[src/rtl/encode_job_ctrl.sv]
// ---------------------------------------------------------------------------
// encode_job_ctrl
//
// Per-job sequencer between the LZS code generator and the 16-bit output
// packer. It passes codes straight through to the packer, appends the LZS
// end marker, pads the stream to a 16-bit boundary, and raises the packer
// finish request. It then waits for the packer's done pulse and reports the
// job's word count and overflow status.
//
// Build option:
//   ENCODE_CTRL_EMARK_EN  defined   -> end marker (EMARK_CODE/EMARK_LEN) is
//                                       appended before padding.
//                         undefined -> the stream ends with padding only.
//
// Parameters:
//   LIMIT_W     width of job_limit / job_words
//   DRAIN_CYC   idle cycles after the last pk_en before pk_finish is raised
//   EMARK_CODE  end-marker pattern, right-aligned
//   EMARK_LEN   end-marker bit length
//
// Ports:
//   clk, rst_n              clock, asynchronous active-low reset
//   job_start/job_limit     start pulse (sampled in IDLE) and word limit (0 = none)
//   job_busy/job_done       busy level, 1-cycle completion pulse
//   job_words/job_ovf       words emitted this job, sticky overflow flag
//   core_code/len/valid/last, core_ready   code input handshake
//   pk_code/len/en/finish   packer drive
//   pk_valid/pk_done        packer word-written and done indications
// ---------------------------------------------------------------------------
module encode_job_ctrl #(
  parameter int unsigned LIMIT_W    = 16,
  parameter int unsigned DRAIN_CYC  = 3,
  parameter logic [12:0] EMARK_CODE = 13'h180,
  parameter logic [3:0]  EMARK_LEN  = 4'd9
) (
  input  logic               clk,
  input  logic               rst_n,
  input  logic               job_start,
  input  logic [LIMIT_W-1:0] job_limit,
  output logic               job_busy,
  output logic               job_done,
  output logic [LIMIT_W-1:0] job_words,
  output logic               job_ovf,
  input  logic [12:0]        core_code,
  input  logic [3:0]         core_len,
  input  logic               core_valid,
  input  logic               core_last,
  output logic               core_ready,
  output logic [12:0]        pk_code,
  output logic [3:0]         pk_len,
  output logic               pk_en,
  output logic               pk_finish,
  input  logic               pk_valid,
  input  logic               pk_done
);

  localparam int unsigned DCW = (DRAIN_CYC < 2) ? 1 : $clog2(DRAIN_CYC);

  typedef enum logic [2:0] {
    S_IDLE,
    S_RUN,
    S_EMARK,
    S_PAD,
    S_DRAIN,
    S_FIN,
    S_DONE
  } state_e;

  state_e             state_q, state_d;
  logic [LIMIT_W-1:0] limit_q, limit_d;
  logic [LIMIT_W-1:0] words_q, words_d;
  logic               ovf_q, ovf_d;
  logic [3:0]         pend_q, pend_d;
  logic [DCW-1:0]     drain_q, drain_d;

  logic               busy;
  logic               at_limit;
  logic               ovf_hit;
  logic [3:0]         pad;

  assign busy     = (state_q != S_IDLE);
  assign at_limit = (limit_q != '0) && (words_q == limit_q);
  // A packer word arriving while already at the limit is the overflow event.
  assign ovf_hit  = busy && pk_valid && at_limit;
  // Bits needed to reach the next 16-bit boundary; 4-bit wrap gives 0 when aligned.
  assign pad      = 4'd0 - pend_q;

  assign job_busy  = busy;
  assign job_words = words_q;
  assign job_ovf   = ovf_q;

  // Word counter and sticky overflow flag.
  always_comb begin
    words_d = words_q;
    ovf_d   = ovf_q;
    if ((state_q == S_IDLE) && job_start) begin
      words_d = '0;
      ovf_d   = 1'b0;
    end else if (ovf_hit) begin
      ovf_d   = 1'b1;
    end else if (busy && pk_valid && (words_q != '1)) begin
      words_d = words_q + LIMIT_W'(1);
    end
  end

  // Next-state and packer/handshake outputs.
  always_comb begin
    state_d    = state_q;
    limit_d    = limit_q;
    pend_d     = pend_q;
    drain_d    = '0;
    core_ready = 1'b0;
    pk_code    = '0;
    pk_len     = '0;
    pk_en      = 1'b0;
    pk_finish  = 1'b0;
    job_done   = 1'b0;

    case (state_q)
      S_IDLE: begin
        if (job_start) begin
          limit_d = job_limit;
          pend_d  = '0;
          state_d = S_RUN;
        end
      end

      S_RUN: begin
        if (ovf_hit) begin
          // Limit exceeded: stop accepting codes and skip marker/padding.
          state_d = S_DRAIN;
        end else begin
          core_ready = 1'b1;
          pk_code    = core_code;
          pk_len     = core_len;
          pk_en      = core_valid;
          if (core_valid) begin
            pend_d = pend_q + core_len;
            if (core_last) begin
`ifdef ENCODE_CTRL_EMARK_EN
              state_d = S_EMARK;
`else
              state_d = S_PAD;
`endif
            end
          end
        end
      end

      // Only reachable when the end marker is enabled.
      S_EMARK: begin
        pk_code = EMARK_CODE;
        pk_len  = EMARK_LEN;
        pk_en   = 1'b1;
        pend_d  = pend_q + EMARK_LEN;
        state_d = S_PAD;
      end

      S_PAD: begin
        if (pad != 4'd0) begin
          pk_len = pad;
          pk_en  = 1'b1;
        end
        pend_d  = '0;
        state_d = S_DRAIN;
      end

      S_DRAIN: begin
        if (drain_q == DCW'(DRAIN_CYC - 1)) begin
          state_d = S_FIN;
        end else begin
          drain_d = drain_q + DCW'(1);
        end
      end

      S_FIN: begin
        pk_finish = 1'b1;
        if (pk_done) begin
          state_d = S_DONE;
        end
      end

      S_DONE: begin
        job_done = 1'b1;
        state_d  = S_IDLE;
      end

      default: state_d = S_IDLE;
    endcase
  end

  always_ff @(posedge clk or negedge rst_n) begin
    if (!rst_n) begin
      state_q <= S_IDLE;
      limit_q <= '0;
      words_q <= '0;
      ovf_q   <= 1'b0;
      pend_q  <= '0;
      drain_q <= '0;
    end else begin
      state_q <= state_d;
      limit_q <= limit_d;
      words_q <= words_d;
      ovf_q   <= ovf_d;
      pend_q  <= pend_d;
      drain_q <= drain_d;
    end
  end

endmodule
[config.mk]
export PLATFORM = sky130hd
export DESIGN_NAME = encode_job_ctrl
export DESIGN_NICKNAME = d
export VERILOG_FILES = /design/src/rtl/encode_job_ctrl.sv
export SDC_FILE = /design/constraint.sdc
export NUM_CORES = 1
export LEC_CHECK = 0
export ABC_AREA = 1
export CORE_MARGIN = 8
export CORE_UTILIZATION = 37
export DETAILED_ROUTE_END_ITERATION = 10
export GPL_ROUTABILITY_DRIVEN = 0
export SYNTH_ARGS = -nofsm -noshare
export SYNTH_HDL_FRONTEND = slang
export SYNTH_SLANG_ARGS = --single-unit
[constraint.sdc]
create_clock -name clk -period 4.2 [get_ports clk]
set_input_delay 0.84 -clock clk [delete_from_list [all_inputs] [get_ports clk]]
set_output_delay 0.84 -clock clk [all_outputs]
set_load 0.02 [all_outputs]
== Word-level counts from Yosys, hierarchy flattened ==
Cells that the tools add are included.
Storage, ports and cells
  output and inout bits: 39
  bits of input ports: 40
  register bits after elaboration: 42
  logic and storage cells: 74
Cells by class
  multiplexer cells: 30
  reductions and logical operators: 16
  eq/ne operators: 17
  $add $sub $neg: 5
Operators by type and width (number)
  2-to-1 mux 16 bit: 3
  case mux 13 bit (2 select lines): 1
  2-to-1 mux 4 bit: 5
  2-to-1 mux 3 bit: 6
  case mux 3 bit (6 select lines): 1
  adder 16 x 1 -> 16 bit, second input constant: 1
  == test 16 bit: 1
  != test 16 bit, second input constant: 1
  case mux 4 bit (4 select lines): 1
  nonzero test 16 bit: 1
  2-to-1 mux 13 bit: 1
  case mux 4 bit (3 select lines): 1
  != test 2 bit, second input constant: 5
  == test 3 bit, second input constant: 3
  2-to-1 mux 1 bit: 8
  nonzero test 4 bit: 2
  == test 3 x 2 -> 1 bit, second input constant: 2
  != test 3 bit, second input constant: 2
  logical AND 1 bit: 5
  AND reduction 5 bit: 1
  adder 4 bit: 1
  adder 4 bit, second input constant: 1
  2-to-1 mux 2 bit: 2
  AND reduction 2 bit: 2
  10 further kinds: 11

== Logic depth before layout (Yosys ltp) ==
  depth after elaboration: 6
  depth in mapped cells: 13
  depth with buffers taken out: 12

== Worst setup path before layout ==
No wires, ideal clock.
  path kind: input-to-output
  from: input pk_valid
  to: output pk_len[2]
  required time: 3360 ps
  arrival time: 1752 ps
  cell stages on the path: 7
  slack: 1608 ps
  path buffers: 0
  cells stage by stage: nand2_1 -> nor2_4 -> nand3_4 -> nand2_2 -> inv_1 -> nand2_1 -> o21ai_1
On the way
  word-level cells in the longest chain between the ends: 4
Ends and longest elaborated chain
  start: declaration: RTL line 53  | input logic pk_valid,
  logical AND 1 bit (2 in series): RTL line 84  | assign ovf_hit = busy && pk_valid && at_limit;
  2-to-1 mux 4 bit: RTL line 129  | if (ovf_hit) begin
  case mux 4 bit (3 select lines): RTL line 119  | case (state_q)
  end: declaration: RTL line 50  | output logic [3:0] pk_len,
Every way passes these cells.

== Worst setup path after layout ==
  from: input pk_valid
  to: output pk_en
On the way
  word-level cells in the longest chain between the ends: 4
Ends and longest elaborated chain
  logical AND 1 bit (2 in series): RTL line 84
  2-to-1 mux 1 bit: RTL line 129
  case mux 1 bit (3 select lines): RTL line 119
  end: declaration: RTL line 51  | output logic pk_en,
Every way passes these cells.

==> results.md <==
- Status: completed
- Power Density: 616 nW/um^2
- Slew margin rel.: 34.3%
- RSZ-0062 raised after global routing: no
- Skew-Pair Late Insertion Delay: approximately 0.3 ns
- Post-synth EDFFs: 0
- VDD IR-drop max: ~290 uV
- Postcts setup bufs: 0
- Fin. max-slew vios: 0
- Core Area: 7610 sq um
- Min-Delay Path Class: reg2reg
- Residual DRC: 0
- Grt total ovfl: 0
- Syn Nets: around 470
- Initial core utilization: a little under two fifths
- Post-synthesis sequential area ratio: 36.8%
- Max Cap Violations: 0
- Antenna cells: 0
- Worst Slack Setup Final: around 0.55 ns
- TritonCTS clock tree: yes
- Least-Margin Pin Slew: 0.986 ns
- Synth Flop Type: dfrtp_1
- Yosys reg bits: 42
- Post-synth top area share: between 30% and 40%
- PostCTS Resize Cnt: 0
- Top cells by count, synth: 140 x nand2_1, 57 x inv_1, 53 x nor2_1, 42 x dfrtp_1, 32 x o21ai_0
- Gr usage total: between 10% and 20%
- # IOs: a little under 80
- Clock Sinks: 42
- H-tree levels: 2
- CP Capture Type: output pin
- Syn. warnings: 0
- Detailed Route Iter0 Violations: between 90 and 100
- CTS root buf: clkbuf_8
- Crit path launch type: input pin
- Final HPWL DP: ~6200 microns
- Layout cells sized above 1: under 10%
- Post-Route WL: between 7000 and 8000 microns
- Setup_tns: 0 ns
- Max clock buf depth: 2
- Crit Path Max Fanout: 15
- Pin count of the biggest net entering global routing: 43
- Most frequent cell after synthesis: nand2_1
- Post-Syn Area: ~2900 sq um
- FMAX: ~270 MHz
- DIE HEIGHT: around 100 microns
- Cell taking the most area after synthesis: dfrtp_1
- Antenna violations before repair: 0
- Period utilization: 86.9%
- Number of vias in the routed layout: 2725
- Distinct cells, synth: 31
- Layout area overhead: 33.6%
- Avg Vias per Cell: 4.53
- Worst-path cell chain: clkdlybuf4s50_1 > nand2_1 > nor2_4 > nand3_4 > nand2_2 > inv_1 > nand2_1 > nand3b_1 > clkdlybuf4s50_1
- CTS buffer count: 5
- WP data arrival: 2.81 ns
- Worst Path Required: roughly 3.4 ns
- Final setup vio count: 0
- Number of routed nets with antenna violations: 0
- Kind of critical path: in2out
- Routed length per instance: ~13 microns
- Fillers: 753
- Setup WS pre-CTS: ~0.52 ns
- Vias in the first global route: approximately 2.7k
- Largest cells by area after synthesis: dfrtp_1 37%, nand2_1 18%, inv_1 7.5%, nor2_1 7.0%, o21ai_0 5.6%
- Area occupied by multi-input gates: approximately 1500 sq um
- Hold Vio Cnt, Final: 0
- Drt pass-1 iters: 5
- Die Wd: between 100 and 150 microns
- Minimum clock period: about 3.6 ns
- Mapped Cells: ~420
- Slowest CP cell: clkdlybuf4s50_1
- Asr flop ratio synth: between 90% and 100%
- Area taken by flip-flops and latches: 1050 sq um
- Total die area: around 11000 sq um
- Crit path largest cell delay: approximately 0.55 ns
- Port Buffers: 78
- Skew final: about 0.010 ns
- Clock Pin Slew Worst Setup and Hold Paths: about 0.070 ns
- Cell Rows: 32
- Synth Area per Inst: 6.79 sq um
- Cell leakage power: 1.81 nW
- First-pass GRT wire length: around 13000 microns
- Final nets: 545
- CTS Hold Bufs: 0
[metrics by stage]
step | cell area [sq um] | hold WS, ns | utilization (%) | cells | power (mW)
after global routing | 3810 | 0.474 | 50.1 | 602 | 2.55
after detailed placement | 3720 | 0.429 | 48.9 | 594 | 2.09
final | 3810 | 0.437 | 50.1 | 602 | 2.35
after global placement | 3720 | 0.421 | 48.9 | 594 | 2.08
after CTS | 3810 | 0.440 | 50.1 | 602 | 2.38
after floorplan | 2860 | 0.408 | - | 421 | 1.60
[registers in the layout (all words and copies together), names as in the netlist]
| signal | count |
|---|---|
| drain_q | 2 |
| job_ovf | 1 |
| job_words | 16 |
| limit_q | 16 |
| pend_q | 4 |
| state_q | 3 |
[worst paths after layout]
path / from / slack [ns] / depth (start not counted) / end
setup / recovery: pk_valid / 0.55 / 9 / pk_en
hold / removal: drain_q[0] / 0.44 / 1 / drain_q[0]
setup reg to reg: state_q[0] / 2.06 / 10 / job_words[5]
hold reg to reg: drain_q[0] / 0.44 / 1 / drain_q[0]
max in group asynchronous: rst_n / 2.88 / 1 / limit_q[1]
min in group asynchronous: rst_n / 0.71 / 1 / job_words[7]
[where the power goes]
part           switching [mW]  total [mW]  internal [mW]
clock network           0.142       0.275          0.133
logic                   0.818        1.35          0.530
registers               0.174       0.726          0.551
total                    1.13        2.35           1.21
[worst max-delay path: cells and delay by family]
family                 cells  cell delay [ns]
and+or+nand+nor            6             0.78
buffers and inverters      3             1.18
[kinds of logic (layout without fill, tap and decap cells)]
family | after synthesis | after routing | synth area share, %
simple gates | 233 | 233 | 34.7
flops | 42 | 42 | 36.8
xor+xnor | 17 | 17 | 5.21
fa+ha+maj | 6 | 6 | 2.89
buf+inv | 74 | 153 | 10.3
compound gates | 49 | 49 | 10.1
[layout by cell type (no fill, tap or decap)]
cell / synthesis / layout
fa_1: 1 / 1
o21ai_2: 10 / 10
nand2_4: 1 / 1
clkdlybuf4s50_1: 0 / 77
o21ai_0: 32 / 32
nand3b_1: 4 / 4
a21oi_1: 3 / 3
clkinv_2: 0 / 1
nand3_1: 12 / 12
inv_4: 1 / 1
buf_4: 1 / 1
nand4_1: 5 / 5
nor3_1: 10 / 10
nand2_2: 2 / 2
nand3_2: 1 / 1
dfrtp_1: 42 / 42
o21ai_1: 1 / 1
xor2_1: 17 / 17
inv_2: 8 / 8
nand2_1: 140 / 140
nor2_1: 53 / 53
a31oi_1: 1 / 1
nor3_2: 1 / 1
a21o_1: 1 / 1
clkbuf_8: 0 / 6
o21bai_1: 1 / 1
nand3_4: 1 / 1
ha_1: 5 / 5
buf_2: 2 / 1
clkbuf_1: 2 / 1
inv_1: 57 / 57
nor2_4: 3 / 3
[layout make-up]
cell class | count | area share [%]
Inverter | 66 | 6.56
Clock inverter | 1 | 0.131
Timing Repair Buffer | 79 | 20.5
Sequential cell | 42 | 27.6
Clock buffer | 7 | 2.26
Tap cell | 102 | 3.35
Multi-Input combinational cell | 305 | 39.6
[routing by layer]
metal | share of wire [%] | global-route usage, % | wire length, microns
met1 | 49 | 19.5 | 3860
met2 | 48 | 24.2 | 3800
met3 | 2.9 | 2.35 | 232
met4 | 0.75 | 3.41 | 60
met5 | 0 | 0 | 0
Power figures use the tool's default switching activity.
